<file path="src/rtl/imm_extend_ctrl.sv">
// LEGv8 immediate extractor: classify, sign/zero-extend and (for branches) scale
// the immediate field with a valid/ready handshake. Define IMM_ERR_COUNT_EN to add err_count.
module imm_extend_ctrl #(
    parameter int BR_SHIFT = 2
) (
    input  logic        clk,
    input  logic        reset_n,
    input  logic        in_valid,
    output logic        in_ready,
    input  logic [31:0] instr,
    output logic        out_valid,
    input  logic        out_ready,
    output logic [63:0] imm,
    output logic [2:0]  kind,
    output logic        err
`ifdef IMM_ERR_COUNT_EN
    ,
    output logic [7:0]  err_count
`endif
);

    typedef enum logic [1:0] {IDLE, DECODE, EXTEND, HOLD} state_t;
    typedef enum logic [2:0] {
        K_NONE = 3'd0,
        K_ALU  = 3'd1,
        K_DT   = 3'd2,
        K_CB   = 3'd3,
        K_B    = 3'd4
    } kind_t;

    state_t      state;
    logic [31:0] instr_q;
    logic [25:0] field_q;
    kind_t       kind_q;
    kind_t       dec_kind;
    logic [25:0] dec_field;
    logic [63:0] ext_imm;
    logic        accept;
    logic        hold_exit;

    // NOTE: in_ready is combinational because a HOLD-state accept must follow
    // out_ready in the same cycle; registering it would cost a bubble.
    assign in_ready  = (state == IDLE) || ((state == HOLD) && out_ready);
    assign accept    = in_valid && in_ready;
    assign hold_exit = (state == HOLD) && out_ready;

    always_comb begin
        dec_kind  = K_NONE;
        dec_field = '0;
        if (instr_q[31:26] == 6'b000101) begin
            dec_kind  = K_B;
            dec_field = instr_q[25:0];
        end else if (instr_q[31:24] == 8'b10110100) begin
            dec_kind  = K_CB;
            dec_field = {7'd0, instr_q[23:5]};
        end else if ((instr_q[31:21] == 11'b11111000010) ||
                     (instr_q[31:21] == 11'b11111000000)) begin
            dec_kind  = K_DT;
            dec_field = {17'd0, instr_q[20:12]};
        end else if (instr_q[31:22] == 10'b1001000100) begin
            dec_kind  = K_ALU;
            dec_field = {14'd0, instr_q[21:10]};
        end
    end

    // Branch offsets are extended to 64 bits first, so the shift drops bits off bit 63.
    always_comb begin
        ext_imm = '0;
        case (kind_q)
            K_B:    ext_imm = {{38{field_q[25]}}, field_q[25:0]} << BR_SHIFT;
            K_CB:   ext_imm = {{45{field_q[18]}}, field_q[18:0]} << BR_SHIFT;
            K_DT:   ext_imm = {{55{field_q[8]}}, field_q[8:0]};
            K_ALU:  ext_imm = {52'd0, field_q[11:0]};
            default: ext_imm = '0;
        endcase
    end

    // NOTE: sequential state uses non-blocking assignments so every register
    // samples the pre-edge values regardless of statement order.
    always_ff @(posedge clk or negedge reset_n) begin
        if (!reset_n) begin
            state     <= IDLE;
            instr_q   <= '0;
            field_q   <= '0;
            kind_q    <= K_NONE;
            out_valid <= 1'b0;
            imm       <= '0;
            kind      <= 3'd0;
            err       <= 1'b0;
        end else begin
            case (state)
                IDLE: begin
                    if (accept) begin
                        instr_q <= instr;
                        state   <= DECODE;
                    end
                end
                DECODE: begin
                    field_q <= dec_field;
                    kind_q  <= dec_kind;
                    state   <= EXTEND;
                end
                EXTEND: begin
                    imm       <= ext_imm;
                    kind      <= kind_q;
                    err       <= (kind_q == K_NONE);
                    out_valid <= 1'b1;
                    state     <= HOLD;
                end
                HOLD: begin
                    if (out_ready) begin
                        out_valid <= 1'b0;
                        if (in_valid) begin
                            instr_q <= instr;
                            state   <= DECODE;
                        end else begin
                            state <= IDLE;
                        end
                    end
                end
                default: state <= IDLE;
            endcase
        end
    end

`ifdef IMM_ERR_COUNT_EN
    always_ff @(posedge clk or negedge reset_n) begin
        if (!reset_n) begin
            err_count <= '0;
        end else if (hold_exit && err && (err_count != 8'hFF)) begin
            err_count <= err_count + 8'd1;
        end
    end
`endif

endmodule

</file>
<file path="config.mk">
export PLATFORM = sky130hd
export DESIGN_NAME = imm_extend_ctrl
export DESIGN_NICKNAME = d
export VERILOG_FILES = /design/src/rtl/imm_extend_ctrl.sv
export SDC_FILE = /design/constraint.sdc
export NUM_CORES = 1
export LEC_CHECK = 0
export BUFFER_PORTS_ARGS = -buffer_cell sky130_fd_sc_hd__buf_2
export CAP_MARGIN = 5
export CORE_MARGIN = 2
export CORE_UTILIZATION = 40
export DETAILED_ROUTE_END_ITERATION = 7
export PLACE_DENSITY = 0.68
export REMOVE_ABC_BUFFERS = 1
export SYNTH_ARGS = -nofsm -noshare
export SYNTH_HDL_FRONTEND = slang
export SYNTH_SLANG_ARGS = --single-unit
</file>
<file path="constraint.sdc">
create_clock -name clk -period 1.9 [get_ports clk]
set_input_delay 0.19 -clock clk [delete_from_list [all_inputs] [get_ports clk]]
set_output_delay 0.19 -clock clk [all_outputs]
set_load 0.01 [all_outputs]
</file>
==> results of run 1 <==
## critical path: cells and delay by family, from the launching register on
| kind | cells | cell delay (ns) |
|---|---|---|
| compound gates | 2 | 0.59 |
| simple gates | 2 | 0.67 |
| flops | 1 | 0.41 |
## cells by family (layout without fill, tap and decap cells)
| family | after synthesis | after routing | synth area share [%] |
|---|---|---|---|
| compound gates | 134 | 134 | 19.1 |
| fa+ha+maj | 5 | 5 | 1.33 |
| mux | 40 | 40 | 9.57 |
| flops | 96 | 96 | 51.2 |
| simple gates | 79 | 79 | 8.82 |
| xor+xnor | 1 | 1 | 0.187 |
| buf+inv | 83 | 159 | 9.76 |
## Yosys cell counts (7+ instances only)
| library cell | count | share of area (%) |
|---|---|---|
| nor2b_1 | 14 | 1.9 |
| a221o_1 | 7 | 1.5 |
| a41oi_1 | 9 | 1.7 |
| nor2_1 | 29 | 2.3 |
| clkbuf_1 | 16 | 1.3 |
| o2bb2ai_1 | 7 | 1.3 |
| a22oi_1 | 7 | 1.1 |
| a2bb2oi_1 | 9 | 1.7 |
| a21oi_1 | 38 | 4.1 |
| nand2_1 | 12 | 0.96 |
| buf_4 | 37 | 5.9 |
| mux2_2 | 39 | 9.4 |
| o21ai_0 | 12 | 1.3 |
| o21ai_1 | 9 | 0.96 |
| inv_1 | 16 | 1.3 |
| dfrtp_1 | 96 | 51 |
| a31oi_1 | 10 | 1.3 |
| o22ai_1 | 11 | 1.5 |
## flip-flops by register name, summed over array words and instances (netlist names)
name       cells
err            1
imm           28
kind_q         3
field_q       26
out_valid      1
state          2
kind           3
instr_q       32
## path summary, 6_finish.rpt
kind                               end  slack, ns   startpoint  depth (start not counted)
max                        field_q[12]       0.12  instr_q[27]                          4
min                         instr_q[7]       0.07     instr[7]                          2
max reg2reg                field_q[12]       0.12  instr_q[27]                          4
min reg2reg                field_q[21]       0.50  field_q[21]                          1
max in group asynchronous   instr_q[4]       0.98      reset_n                          3
min in group asynchronous       imm[9]       0.33      reset_n                          2
## power breakdown
part | internal, mW | switching, mW
logic | 1.39 | 1.57
clock network | 0.959 | 0.765
registers | 2.79 | 0.711
## metal layers
layer	GRT usage, %	vias up
li1	-	1692
met1	24.7	1661
met2	26.4	86
met3	4.10	11
met4	6.10	0
met5	0	-
## stage by stage
stage	hold slack [ns]	setup WS (ns)	setup TNS (ns)	util, %
finish	0.0696	0.117	0	48.1
global route	0.0644	0.0213	0	48.1
CTS	0.0620	0.112	0	48.1
detailed placement	0.176	0.124	0	45.5
global placement	0.171	0.166	0	45.5
floorplan	-0.106	-1.02	-50.91	-
## area by class of cell
type / instances / area (um^2) / share of cell area (%)
inverter: 18 / 67.6 / 1.23
sequential: 96 / 2400 / 43.7
multi-input combinational: 259 / 1840 / 33.5
clock inverter: 4 / 28.8 / 0.524
clock buffer: 12 / 256 / 4.67
tap: 143 / 179 / 3.26
timing repair buffer: 125 / 718 / 13.1
## timing repair
item | 4_1_cts | 5_1_grt
setup buffers | 0 | 0
hold endpoints to repair | 32 | 0
resized for setup | 0 | 1
hold buffers | 1 | 0
endpoints found under the setup margin | 0 | 2
==> flow_summary.ini, run 1 <==
[cells_and_area]
synthToLayoutAreaGrowth_pct = 17.0
fill_cells = 1068
nets = 550
final_cells = 657
final_common_cell = buf_2
final_area_mm2 = 0.00549
drive_gt1_share_pct = 36.2
final_cell_mix = buf_2, dfrtp_1, mux2_2
diodes = 0

[power]
powerDensity_mw_per_mm2 = 1490
p_leak_nw = 2.57
vdd_ir_drop_max_v = 0.000658
total_power_mw = 8.19

[sta]
post-route-period-util_pct = 93.8
max_slew_margin_pct = 46.9
drv_slew = 0
tightest_slew_ns = 0.797
layout_min_cycle_time_ns = 1.78
setup_viol = 0
hold_viol = 0
skew_ns = 0.00861
clock.fmax_ghz = 0.561
rsz0062_at_grt = no

[global_route]
antenna_found_initial = 0
globalRouteOverflowTotal = 0
grt_pass1_wl_um = 17500
grt_usage_pct = 17.4
grt_pass1_vias = 3378
grt_max_degree = 42

[route]
dr.pass1.iters = 4
wl_per_cell_um = 16.3
antenna_left = 0
highest-signal-layer = met4
drt-initial-drc-count = 303
drc = 0
num_vias = 3450
wl_met1_um = 5110
met3_length_um = 469
wl_met2_um = 4990
wl_um = 10700
routed_via_density = 5.25

[setup_path]
critPathKind = flip-flop to flip-flop
max_stage_delay_ns = 0.57
path_max_fanout = 7
arrival_ns = 2.01
path_cells = or4b_4, o21ai_4, nor2_2, a221o_1
cp.required_ns = 2.13
crit_path_end_kind = flip-flop
cp_slowest_cell = or4b_4
start_kind = flip-flop

[floorplanning]
core_area_mm2 = 0.0114
ios = 106
start_util_pct = 41.1
die_area_mm2 = 0.0126
die_w_um = 112
die_height_um = 112
rows = 39

[placed_design]
port_buffers = 105
finalWeightedCongestion = 0.874
place_area_mm2 = 0.00519
place_inst = 640
hpwl_um = 7830

[logic_synthesis]
yosys_most_used_dff = dfrtp_1
syn_area_mm2 = 0.00469
yosysWarnings = 0
synth-seq-cells = 96
avgSynthCellArea_um2 = 10.7
netlist_instances = 438
synth-edff-count = 0
yosysUniqueCellTypes = 44
async_flop_share_pct = 100
ys_seq_area_share_pct = 51.2

[run_status]
outcome = finished clean

[clock_tree]
cts_tree = done
clk-insertion-delay-late_ns = 0.35
clock_sinks = 96
clkSlewWorstSetupHoldPaths_ns = 0.06
htree_levels = 3
cts_buffers = 9
clock_path_buffers = 2
cts-root-buf = clkbuf_16

[min_path]
hold_class = input pin to flip-flop

[job]
maxCapViolCount = 0
No activity file was read; power rests on OpenSTA's default activity.
==> run 2, diff against run 1 <==
- PLACE_DENSITY: 0.68 -> unset
==> run 2 against run 1 <==
  * Worst hold slack better by 0.0023 ns
  * Critical path type unchanged
  * Critical endpoint unchanged
  * Clock skew hardly changed
  * Die area stayed put
  * Maximum frequency is 0.20% higher
  * Count of clock-buffer cells in the layout stayed put
==> flow_summary.ini, run 2 (synthesized netlist as in run 1, its figures left out) <==
[sta]
max_slew_margin_pct = 43.8
drv_slew = 0
clock.fmax_ghz = 0.562
setup_tns_ns = 0
setup_viol = 0
hold_viol = 0
setup_slack_ns = 0.121
layout_min_cycle_time_ns = 1.78
skew_ns = 0.00827
tightest_slew_ns = 0.842
rsz0062_at_grt = no
post-route-period-util_pct = 93.6

[min_path]
holdPathEnd = instr_q[16]
hold_class = input pin to flip-flop
holdPathStages = 2
min_from = instr[16]

[clock_tree]
cts-root-buf = clkbuf_16
cts_buffers = 9
clock_sinks = 96
clk-insertion-delay-late_ns = 0.34
clkSlewWorstSetupHoldPaths_ns = 0.06
cts_resized = 0
clock_path_buffers = 2
cts_tree = done
htree_levels = 3

[cells_and_area]
final_cell_mix = buf_2, dfrtp_1, mux2_2
nets = 551
top_regs = instr_q x32, imm x28, field_q x26
final_common_cell = buf_2
drive_gt1_share_pct = 36.0
seq_area_mm2 = 0.00240
fill_cells = 1106
final_core_utilization_pct = 48.4
regMostFlops = instr_q
largest_register_ffs = 32
multi_input_area_mm2 = 0.00184
synthToLayoutAreaGrowth_pct = 17.9
diodes = 0

[setup_path]
cp.required_ns = 2.13
critPathBufInv = 0
critPathKind = flip-flop to flip-flop
start_kind = flip-flop
crit_family = simple AND/OR/NAND/NOR gates
timing.rr.end = field_q[12]
r2r_setup_slack_ns = 0.12
path_cells = or4b_4, o21ai_4, nor2_2, a221o_1
path_depth = 4
path_max_fanout = 7
arrival_ns = 2.01
cp_slowest_cell = or4b_4
reg2reg_depth = 4
r2r_start = instr_q[27]
max_stage_delay_ns = 0.58
crit_path_end_kind = flip-flop

[global_route]
globalRouteOverflowTotal = 0
grt_pass1_wl_um = 17600
antenna_found_initial = 0
grt_max_degree = 42
grt_usage_pct = 17.6
grt_pass1_vias = 3396

[route]
dr.pass1.iters = 4
wl_um = 10700
drc = 0
routed_via_density = 5.26
drt-initial-drc-count = 218
num_vias = 3457
antenna_left = 0
wl_per_cell_um = 16.3

[power]
total_power_mw = 8.40
vdd_ir_drop_max_v = 0.000626
p_leak_nw = 2.60
powerDensity_mw_per_mm2 = 1520

[floorplanning]
die_height_um = 112
die_area_mm2 = 0.0126
core_area_mm2 = 0.0114
rows = 39
start_util_pct = 41.1
ios = 106
die_w_um = 112

[run_status]
outcome = finished clean

[placed_design]
hpwl_um = 7820
port_buffers = 105
finalWeightedCongestion = 0.835
dpl_worst_slack_ns = 0.119

[job]
maxCapViolCount = 0
## run 2: changes by cell type in the layout (fill, tap and decap cells not counted), sizes merged
| cell | change |
|---|---|
| buf | +1 |
| bufinv | +2 |
| clkinv | -1 |
| clkinvlp | -2 |
## run 2: repair_timing
item | CTS | global route
setup buffers | 0 | 0
endpoints found under the hold margin | 31 | 0
hold buffers | 1 | 0
## run 2: worst max path at each step
stage	from	to	slack (ns)
finish	instr_q[27]	field_q[12]	0.12
global route	kind_q[0]	imm[22]	0.004
CTS	instr_q[27]	field_q[12]	0.11
detailed placement	instr_q[27]	field_q[12]	0.12
global placement	instr_q[27]	field_q[16]	0.16
floorplan	imm[62]	imm[62]	-1.02
## run 2: per-stage QoR
stage,cells,instance area (um^2),hold WS (ns)
floorplan,373,4300,-0.106
global placement,641,5200,0.167
detailed placement,641,5200,0.175
CTS,657,5530,0.0628
global route,657,5530,0.0703
finish,657,5530,0.0719
## run 2: area by class of cell
| class | instances | share of cell area (%) |
|---|---|---|
| Timing Repair Buffer | 126 | 13.1 |
| Clock inverter | 3 | 1.18 |
| Sequential cell | 96 | 43.4 |
| Inverter | 18 | 1.22 |
| Clock buffer | 12 | 4.64 |
| Multi-Input combinational cell | 259 | 33.2 |
| Tap cell | 143 | 3.23 |
## run 2: per-layer routing
metal	GRT usage, %	vias up	routed length [um]
li1	-	1693	-
met1	24.6	1671	5100
met2	27.2	79	4910
met3	2.70	14	443
met4	8.21	0	228
met5	0	-	0
## run 2: power by group
part | leakage, nW | internal [mW] | switching (mW)
combinational | 1.22 | 1.40 | 1.57
clock | 0.159 | 1.22 | 0.724
sequential | 1.22 | 2.79 | 0.708
